## src/rtl/cond_pkg.sv

```systemverilog
// Condition-code package: flag bit indices, branch condition codes
// and the shared condition evaluator.
package cond_pkg;

  localparam int F_V = 0;
  localparam int F_C = 1;
  localparam int F_Z = 2;
  localparam int F_S = 3;

  localparam logic [3:0] COND_NV = 4'h0;
  localparam logic [3:0] COND_AL = 4'h1;
  localparam logic [3:0] COND_CS = 4'h2;
  localparam logic [3:0] COND_CC = 4'h3;
  localparam logic [3:0] COND_EQ = 4'h4;
  localparam logic [3:0] COND_NE = 4'h5;
  localparam logic [3:0] COND_VS = 4'h6;
  localparam logic [3:0] COND_VC = 4'h7;
  localparam logic [3:0] COND_MI = 4'h8;
  localparam logic [3:0] COND_PL = 4'h9;
  localparam logic [3:0] COND_GE = 4'hA;
  localparam logic [3:0] COND_LT = 4'hB;
  localparam logic [3:0] COND_GT = 4'hC;
  localparam logic [3:0] COND_LE = 4'hD;
  localparam logic [3:0] COND_HI = 4'hE;
  localparam logic [3:0] COND_LS = 4'hF;

  function automatic logic cond_eval(
    input logic [3:0] sel,
    input logic [3:0] f
  );
    logic s, z, c, v, r;
    s = f[F_S];
    z = f[F_Z];
    c = f[F_C];
    v = f[F_V];
    r = 1'b0;
    case (sel)
      COND_NV: r = 1'b0;
      COND_AL: r = 1'b1;
      COND_CS: r = c;
      COND_CC: r = ~c;
      COND_EQ: r = z;
      COND_NE: r = ~z;
      COND_VS: r = v;
      COND_VC: r = ~v;
      COND_MI: r = s;
      COND_PL: r = ~s;
      COND_GE: r = (s == v);
      COND_LT: r = (s != v);
      COND_GT: r = ~z & (s == v);
      COND_LE: r = z | (s != v);
      COND_HI: r = c & ~z;
      COND_LS: r = ~c | z;
      default: r = 1'b0;
    endcase
    return r;
  endfunction

endpackage

```

## src/rtl/cond_flag_unit_lifo.sv

```systemverilog
// Flag LIFO: storage, occupancy count, full/empty and the
// simultaneous push/pop swap of the top entry.
module flag_lifo #(
  parameter int DEPTH = 4,
  parameter int WIDTH = 4
) (
  input  logic             clk,
  input  logic             reset,
  input  logic             push,
  input  logic             pop,
  input  logic [WIDTH-1:0] din,
  output logic [WIDTH-1:0] top,
  output logic             take,
  output logic             err,
  output logic             empty,
  output logic             full
);

  localparam int CW = $clog2(DEPTH + 1);
  localparam int AW = (DEPTH > 1) ? $clog2(DEPTH) : 1;

  logic [WIDTH-1:0] mem [DEPTH];
  logic [CW-1:0]    cnt;
  logic [AW-1:0]    top_idx;
  logic [AW-1:0]    wr_idx;
  logic             do_push;
  logic             do_pop;
  logic             do_swap;

  assign empty   = (cnt == '0);
  assign full    = (cnt == CW'(DEPTH));
  assign top_idx = AW'(cnt - CW'(1));
  assign wr_idx  = AW'(cnt);
  assign top     = empty ? '0 : mem[top_idx];

  // push+pop on an empty stack degrades to a plain push
  assign do_swap = push & pop & ~empty;
  assign do_push = push & ~full & ~do_swap;
  assign do_pop  = pop & ~push & ~empty;
  assign take    = pop & ~empty;
  assign err     = (push & ~pop & full)
                 | (pop & ~push & empty);

  // entry storage and occupancy count
  always_ff @(posedge clk or posedge reset) begin
    if (reset) begin
      cnt <= '0;
      for (int i = 0; i < DEPTH; i++)
        mem[i] <= '0;
    end else if (do_swap) begin
      mem[top_idx] <= din;
    end else if (do_push) begin
      mem[wr_idx] <= din;
      cnt         <= cnt + CW'(1);
    end else if (do_pop) begin
      cnt <= cnt - CW'(1);
    end
  end

endmodule

```

## src/rtl/cond_flag_unit.sv

```systemverilog
// Flag register plus branch condition evaluator; optional
// interrupt flag stack enabled by FLAG_STACK_EN.
module cond_flag_unit
  import cond_pkg::*;
#(
  parameter int STACK_DEPTH = 4,
  parameter bit CC_REG      = 1'b1
) (
  input  logic       clk,
  input  logic       reset,
  input  logic [3:0] flags_in,
  input  logic [3:0] flags_ld,
  input  logic [3:0] cond_sel,
  input  logic       eval,
  output logic       cc,
  output logic       cc_valid,
  output logic [3:0] flags_out,
  input  logic       push,
  input  logic       pop,
  output logic       stk_empty,
  output logic       stk_full,
  output logic       stk_err,
  input  logic       err_clr
);

  logic [3:0] flags_q;
  logic [3:0] flags_d;
  logic [3:0] top;
  logic       take_top;

`ifdef FLAG_STACK_EN
  logic err_evt;
  logic err_q;

  flag_lifo #(
    .DEPTH (STACK_DEPTH),
    .WIDTH (4)
  ) u_lifo (
    .clk   (clk),
    .reset (reset),
    .push  (push),
    .pop   (pop),
    .din   (flags_q),
    .top   (top),
    .take  (take_top),
    .err   (err_evt),
    .empty (stk_empty),
    .full  (stk_full)
  );

  // sticky stack error; a new error beats a same-cycle clear
  always_ff @(posedge clk or posedge reset) begin
    if (reset)
      err_q <= 1'b0;
    else if (err_evt)
      err_q <= 1'b1;
    else if (err_clr)
      err_q <= 1'b0;
  end

  assign stk_err = err_q;
`else
  localparam int unused_depth = STACK_DEPTH;
  logic unused_stk;

  assign unused_stk = ^{push, pop, err_clr};
  assign take_top   = 1'b0;
  assign top        = '0;
  assign stk_empty  = 1'b1;
  assign stk_full   = 1'b0;
  assign stk_err    = 1'b0;
`endif

  // restore from stack wins over per-bit loads
  always_comb begin
    flags_d = (flags_ld & flags_in)
            | (~flags_ld & flags_q);
    if (take_top)
      flags_d = top;
  end

  // flag register
  always_ff @(posedge clk or posedge reset) begin
    if (reset)
      flags_q <= '0;
    else
      flags_q <= flags_d;
  end

  assign flags_out = flags_q;

  generate
    if (CC_REG) begin : g_cc_reg
      logic cc_q;
      logic vld_q;

      // result latched from pre-load flags
      always_ff @(posedge clk or posedge reset) begin
        if (reset) begin
          cc_q  <= 1'b0;
          vld_q <= 1'b0;
        end else begin
          vld_q <= eval;
          if (eval)
            cc_q <= cond_eval(cond_sel, flags_q);
        end
      end

      assign cc       = cc_q;
      assign cc_valid = vld_q;
    end else begin : g_cc_comb
      assign cc       = cond_eval(cond_sel, flags_q);
      assign cc_valid = eval;
    end
  endgenerate

endmodule

```

## config.mk

```make
export PLATFORM = sky130hd
export DESIGN_NAME = cond_flag_unit
export DESIGN_NICKNAME = d
export VERILOG_FILES = /design/src/rtl/cond_pkg.sv /design/src/rtl/cond_flag_unit_lifo.sv /design/src/rtl/cond_flag_unit.sv
export SDC_FILE = /design/constraint.sdc
export NUM_CORES = 1
export LEC_CHECK = 0
export CAP_MARGIN = 20
export CORE_AREA = 2 2 39 41
export CTS_CLUSTER_DIAMETER = 120
export DETAILED_ROUTE_END_ITERATION = 8
export DIE_AREA = 0 0 41 43
export DONT_BUFFER_PORTS = 1
export PLACE_DENSITY_LB_ADDON = 0.05
export SYNTH_ARGS = -nofsm -noshare
export SYNTH_HDL_FRONTEND = slang
export SYNTH_HIERARCHICAL = 1
export SYNTH_SLANG_ARGS = --single-unit
```

## constraint.sdc

```tcl
create_clock -name clk -period 4 [get_ports clk]
set_input_delay 1.2 -clock clk [delete_from_list [all_inputs] [get_ports clk]]
set_output_delay 1.2 -clock clk [all_outputs]
set_load 0.05 [all_outputs]
```

==> results_dict.tcl, run 1 <==
set metrics [dict create \
    status "finished clean" \
    die_x_um 41 \
    synthFlopType "dfrtp_1" \
    seq_area_sq_um 150 \
    cts_tree "built" \
    yosysWarnings 6 \
    syn_avg_cell_area_sq_um 10.9 \
    routed_wl_um 794 \
    filler_cell_count 150 \
    antenna_left 0 \
    synth-edff-count 0 \
    io_buffers 0 \
    relSlewSlack_pct 62.6 \
    cts.reportedPaths.clkPinSlew_ns 0.04 \
    end_kind "output port" \
    initial_utilization_pct 31.5 \
    syn_to_final_growth_pct 1.15 \
    grt_overflow 0 \
    power.density_nw_per_um2 406 \
    num_rows 14 \
    vias 301 \
    start_kind "flop" \
    reg2reg_depth 4 \
    numClockSinks 6 \
    drive_gt1_share_pct 25.6 \
    ioPinCount 27 \
    hold_path.class "in2async" \
    clkLatencyLatePin_ns 0.24 \
    dp_cells 52 \
    syn_inst 40 \
    fin_crit_ns 2.13 \
    design_area_sq_um 440 \
    place.gp.congestion 0.606 \
    routed_via_density 5.47 \
    r2r_slack_ns 2.22 \
    final_max_slew_viol_count 0 \
    synth_cell_types 24 \
    multi_input_comb_area_sq_um 244 \
    die_h_um 43 \
    post_cts_buffers 0 \
    finalCoreUtilization_pct 31.8 \
    nNetsFinal 59 \
    core_area_sq_um 1380 \
    cts_resized 0 \
    wl_per_cell_um 14.4 \
    setup_viol 0 \
    ctsHoldBuffers 0 \
    drtIter0Drc 1 \
    cts_max_level 1 \
    grt_pass1_wl_mm 1.31 \
    crit_fanout 5 \
    ctsRootBufferMaster "clkbuf_4" \
    drcViolationCount 0 \
    max_freq_mhz 470 \
    grt_max_degree 12 \
    final_cell_mix "6 x dfrtp_1, 4 x mux2_2, 4 x mux2i_1" \
    skew_ns 0.000668 \
    ir_worst_vdd_v 0.000154 \
    diodes 0 \
    yosysTopAreaCell "dfrtp_1" \
    gr-usage-all-layers_pct 11.4 \
    tightest_slew_ns 0.560 \
    antenna_found_initial 0 \
    synth_seq_area_share_pct 34.5 \
    grt_pass1_vias 336 \
    crit_arrival_ns 0.93 \
    layout.cells.non_filler 55 \
    cts_buffer_depth 2 \
    dr.pass1.iters 2 \
    r2r_end "cc" \
    rsz0062_at_grt "no" \
    leakagePower_uw 0.000190 \
    syn_area_sq_um 435 \
    critPathKind "reg2out" \
    ys_top_cells_by_area "dfrtp_1 34%, mux2_2 10%, mux2i_1 9.2%" \
    yosysTopAreaCellShare_pct 34.5 \
    cts_buffers 3 \
    fin_crit_sh_pct 53.2 \
    die_area_sq_um 1760 \
    async_flop_share_pct 100 \
    layout_commonest_cell "dfrtp_1" \
    setup_tns_ns 0 \
    required_ns 2.80 \
    hold_viol 0 \
    dpl-instance-area_sq_um 418 \
    drv_cap 0 \
    ys_seq_elements 6 \
]
[stage by stage]
stage / hold WS (ns) / power (uW) / setup WS (ns)
floorplan: 0.910 / 128 / 1.74
global placement: 0.956 / 127 / 1.73
detailed placement: 0.958 / 128 / 1.72
CTS: 0.755 / 183 / 1.86
global route: 0.759 / 191 / 1.83
finish: 0.758 / 179 / 1.87
[layout make-up]
| type | instances | share of cell area (%) |
|---|---|---|
| multi-input combinational | 29 | 55.4 |
| clock buffer | 3 | 5.11 |
| sequential | 6 | 34.1 |
| tap | 16 | 4.55 |
| inverter | 1 | 0.852 |
[metal layers]
metal	global-route usage, %	wire (um)	up-vias
met5	0	0	-
met3	2.09	62	0
met2	16.6	426	14
met4	10.0	0	0
li1	-	-	144
met1	13.3	306	143
[cell families (layout without fill, tap and decap cells)]
family                    Yosys count  count (layout)  synth area share, %
and+or+nand+nor                    11              11                 21.8
muxes                               8               8                 19.5
AOI/OAI and AO/OA                   6               6                 10.1
DFF                                 6               6                 34.5
buffers and inverters               6               4                 10.3
other                               2               3                 1.72
xor gates and xnor gates            1               1                 2.01
[worst register-to-register path, delay by kind of cell, from the launching register on]
family	cells	cell delay (ns)
flip-flops	1	0.69
AO/OA/AOI/OAI	2	0.47
XOR/XNOR	1	0.30
multiplexers	1	0.21
[Yosys cell counts, types with 2 or more instances]
library cell  count
and3b_1           2
buf_4             4
mux2_2            4
mux2i_1           4
dfrtp_1           6
conb_1            2
[power breakdown]
part / switching (uW) / leakage [uW] / total [uW] / internal (uW)
Sequential: 30.1 / 0.0000707 / 97.0 / 66.9
Clock: 19.0 / 0.0000138 / 52.8 / 33.7
Combinational: 14.4 / 0.000106 / 29.1 / 14.7
Total: 63.5 / 0.000190 / 179 / 115
[worst max-delay path by stage]
stage | startpoint | endpoint | slack, ns | depth (start not counted)
detailed placement | cond_sel[3] | cc | 1.72 | 4
floorplan | cond_sel[1] | cc | 1.74 | 5
global placement | cond_sel[3] | cc | 1.73 | 4
finish | flop | flags_out[3] | 1.87 | 0
CTS | flop | flags_out[3] | 1.86 | 0
global route | flop | flags_out[0] | 1.83 | 0
Note: power is estimated with default switching activity, not from simulation.
==> run 2: changes to the inputs <==
Clock period 4 ns to 1.8 ns, I/O delays scaled along.
==> run 2 against run 1 <==
Effect of this change: non-clock buffer count rose by 4; count of clock-buffer cells in the layout did not move; clock power rose by 120%; final area rose by 6.8%; combinational power rose to 4.0 times the previous value; utilization rose by 2.2 points; highest routed layer unchanged.
==> results_dict.tcl, run 2 (synthesized netlist as in run 1, its figures left out) <==
set metrics [dict create \
    path_cells "and3b_1, o32ai_1, o211ai_1, a311o_1" \
    max_freq_mhz 682 \
    initial_utilization_pct 31.5 \
    die_area_sq_um 1760 \
    layout_commonest_cell "dfrtp_1" \
    clkLatencyLatePin_ns 0.24 \
    rsz0062_at_grt "no" \
    grt_pass1_vias 326 \
    cts_buffers 3 \
    syn_to_final_growth_pct 8.05 \
    drcViolationCount 0 \
    crit_arrival_ns 1.58 \
    num_rows 14 \
    setup_viol 0 \
    start_kind "flop" \
    skew_ns 0.000608 \
    drive_gt1_share_pct 32.6 \
    cpLargestDelayFamily "compound AO/OA/AOI/OAI gates" \
    dr.pass1.iters 4 \
    swShare_pct 34.8 \
    gr-usage-all-layers_pct 11.8 \
    grt_overflow 0 \
    ir_worst_vdd_v 0.000498 \
    required_ns 1.91 \
    core_area_sq_um 1380 \
    numClockSinks 6 \
    preCtsSetupSlack_ns 0.185 \
    post_cts_buffers 0 \
    drtIter0Drc 1 \
    vias 300 \
    place.gp.congestion 0.594 \
    cts_resized 0 \
    status "finished clean" \
    die_x_um 41 \
    hpwl_um 690 \
    cts_max_level 1 \
    hold_viol 0 \
    diodes 0 \
    hold_path.class "in2async" \
    cts.reportedPaths.clkPinSlew_ns 0.04 \
    setup_ws_ns 0.333 \
    intPower_uw 269 \
    grt_pass1_wl_mm 1.36 \
    crit_fanout 4 \
    combPwrFrac_pct 28.3 \
    ctsHoldBuffers 0 \
    io_buffers 0 \
    cts_buffer_depth 2 \
    p_sw_uw 143 \
    fin_crit_ns 1.47 \
    fin_crit_sh_pct 81.5 \
    power.density_nw_per_um2 875 \
    ctsRootBufferMaster "clkbuf_4" \
    cp_num_buf_inv 0 \
    antenna_found_initial 0 \
    nNetsFinal 63 \
    setup_tns_ns 0 \
    antenna_left 0 \
    wl_per_cell_um 13.9 \
    routed_wl_um 821 \
    pwr-share-clk_pct 28.2 \
    cts_tree "built" \
    critPathKind "reg2reg" \
    ioPinCount 27 \
    cpMaxStageDelayCell "dfrtp_1" \
    end_kind "flop" \
    pwr-share-seq_pct 43.5 \
    drv_cap 0 \
    grt_max_degree 12 \
    finalCoreUtilization_pct 34.0 \
    cpPeakStageDelay_ns 0.41 \
    routed_via_density 5.08 \
    whs_ns 0.100 \
    final_cell_mix "6 x dfrtp_1, 4 x mux2_2, 4 x mux2i_1, 4 x buf_4" \
    final_max_slew_viol_count 0 \
    leakagePower_uw 0.000209 \
    filler_cell_count 150 \
    die_h_um 43 \
]
-- run 2: changes by cell type in the layout (fill, tap and decap cells not counted), sizes merged --
cell / previous run / this run
buf: 0 / 4
-- run 2: worst paths after layout --
check / end / startpoint / depth (start not counted) / slack (ns)
min in group clk: cc_valid / eval / 0 / 0.33
setup / recovery: cc / flop / 4 / 0.33
max in group asynchronous: asynchronous set/reset pin / reset / 1 / 1.52
hold reg to reg: flop / flop / 2 / 0.75
hold / removal: asynchronous set/reset pin / reset / 1 / 0.10
setup reg to reg: cc / flop / 4 / 0.33
-- run 2: routing by layer --
layer / vias up / wire, um / track usage, %
met3: 0 / 47 / 2.09
met4: 0 / 0 / 10.0
met1: 135 / 334 / 14.2
met2: 13 / 440 / 17.2
met5: - / 0 / 0
li1: 152 / - / -
-- run 2: layout make-up --
class | instances | area (sq um) | area share (%)
multi-input cells | 29 | 244 | 51.9
inverters | 1 | 3.75 | 0.798
well taps | 16 | 20.0 | 4.26
repair buffers | 4 | 30.0 | 6.38
flip-flops and latches | 6 | 150 | 31.9
clock buffers | 3 | 22.5 | 4.79
-- run 2: worst reg2reg max path: cells and delay by family (launching register included) --
kind,cells,cell delay [ns]
simple gates,1,0.19
flops,1,0.41
compound gates,3,0.74
-- run 2: power by group through the flow --
| stage | Combinational [uW] | Sequential [uW] | Clock, uW |
|---|---|---|---|
| 2_1_floorplan | 71.5 | 213 | 0 |
| 3_3_place_gp | 116 | 181 | 0 |
| 3_5_place_dp | 118 | 181 | 0 |
| 4_1_cts | 118 | 180 | 124 |
| 5_1_grt | 125 | 182 | 135 |
| 6_report | 117 | 179 | 116 |
-- run 2: through the flow --
step / std cells / total power, uW / instance area (sq um)
after floorplan: 41 / 285 / 439
after global placement: 56 / 297 / 448
after detailed placement: 56 / 299 / 448
after CTS: 59 / 422 / 470
after global routing: 59 / 442 / 470
final: 59 / 412 / 470
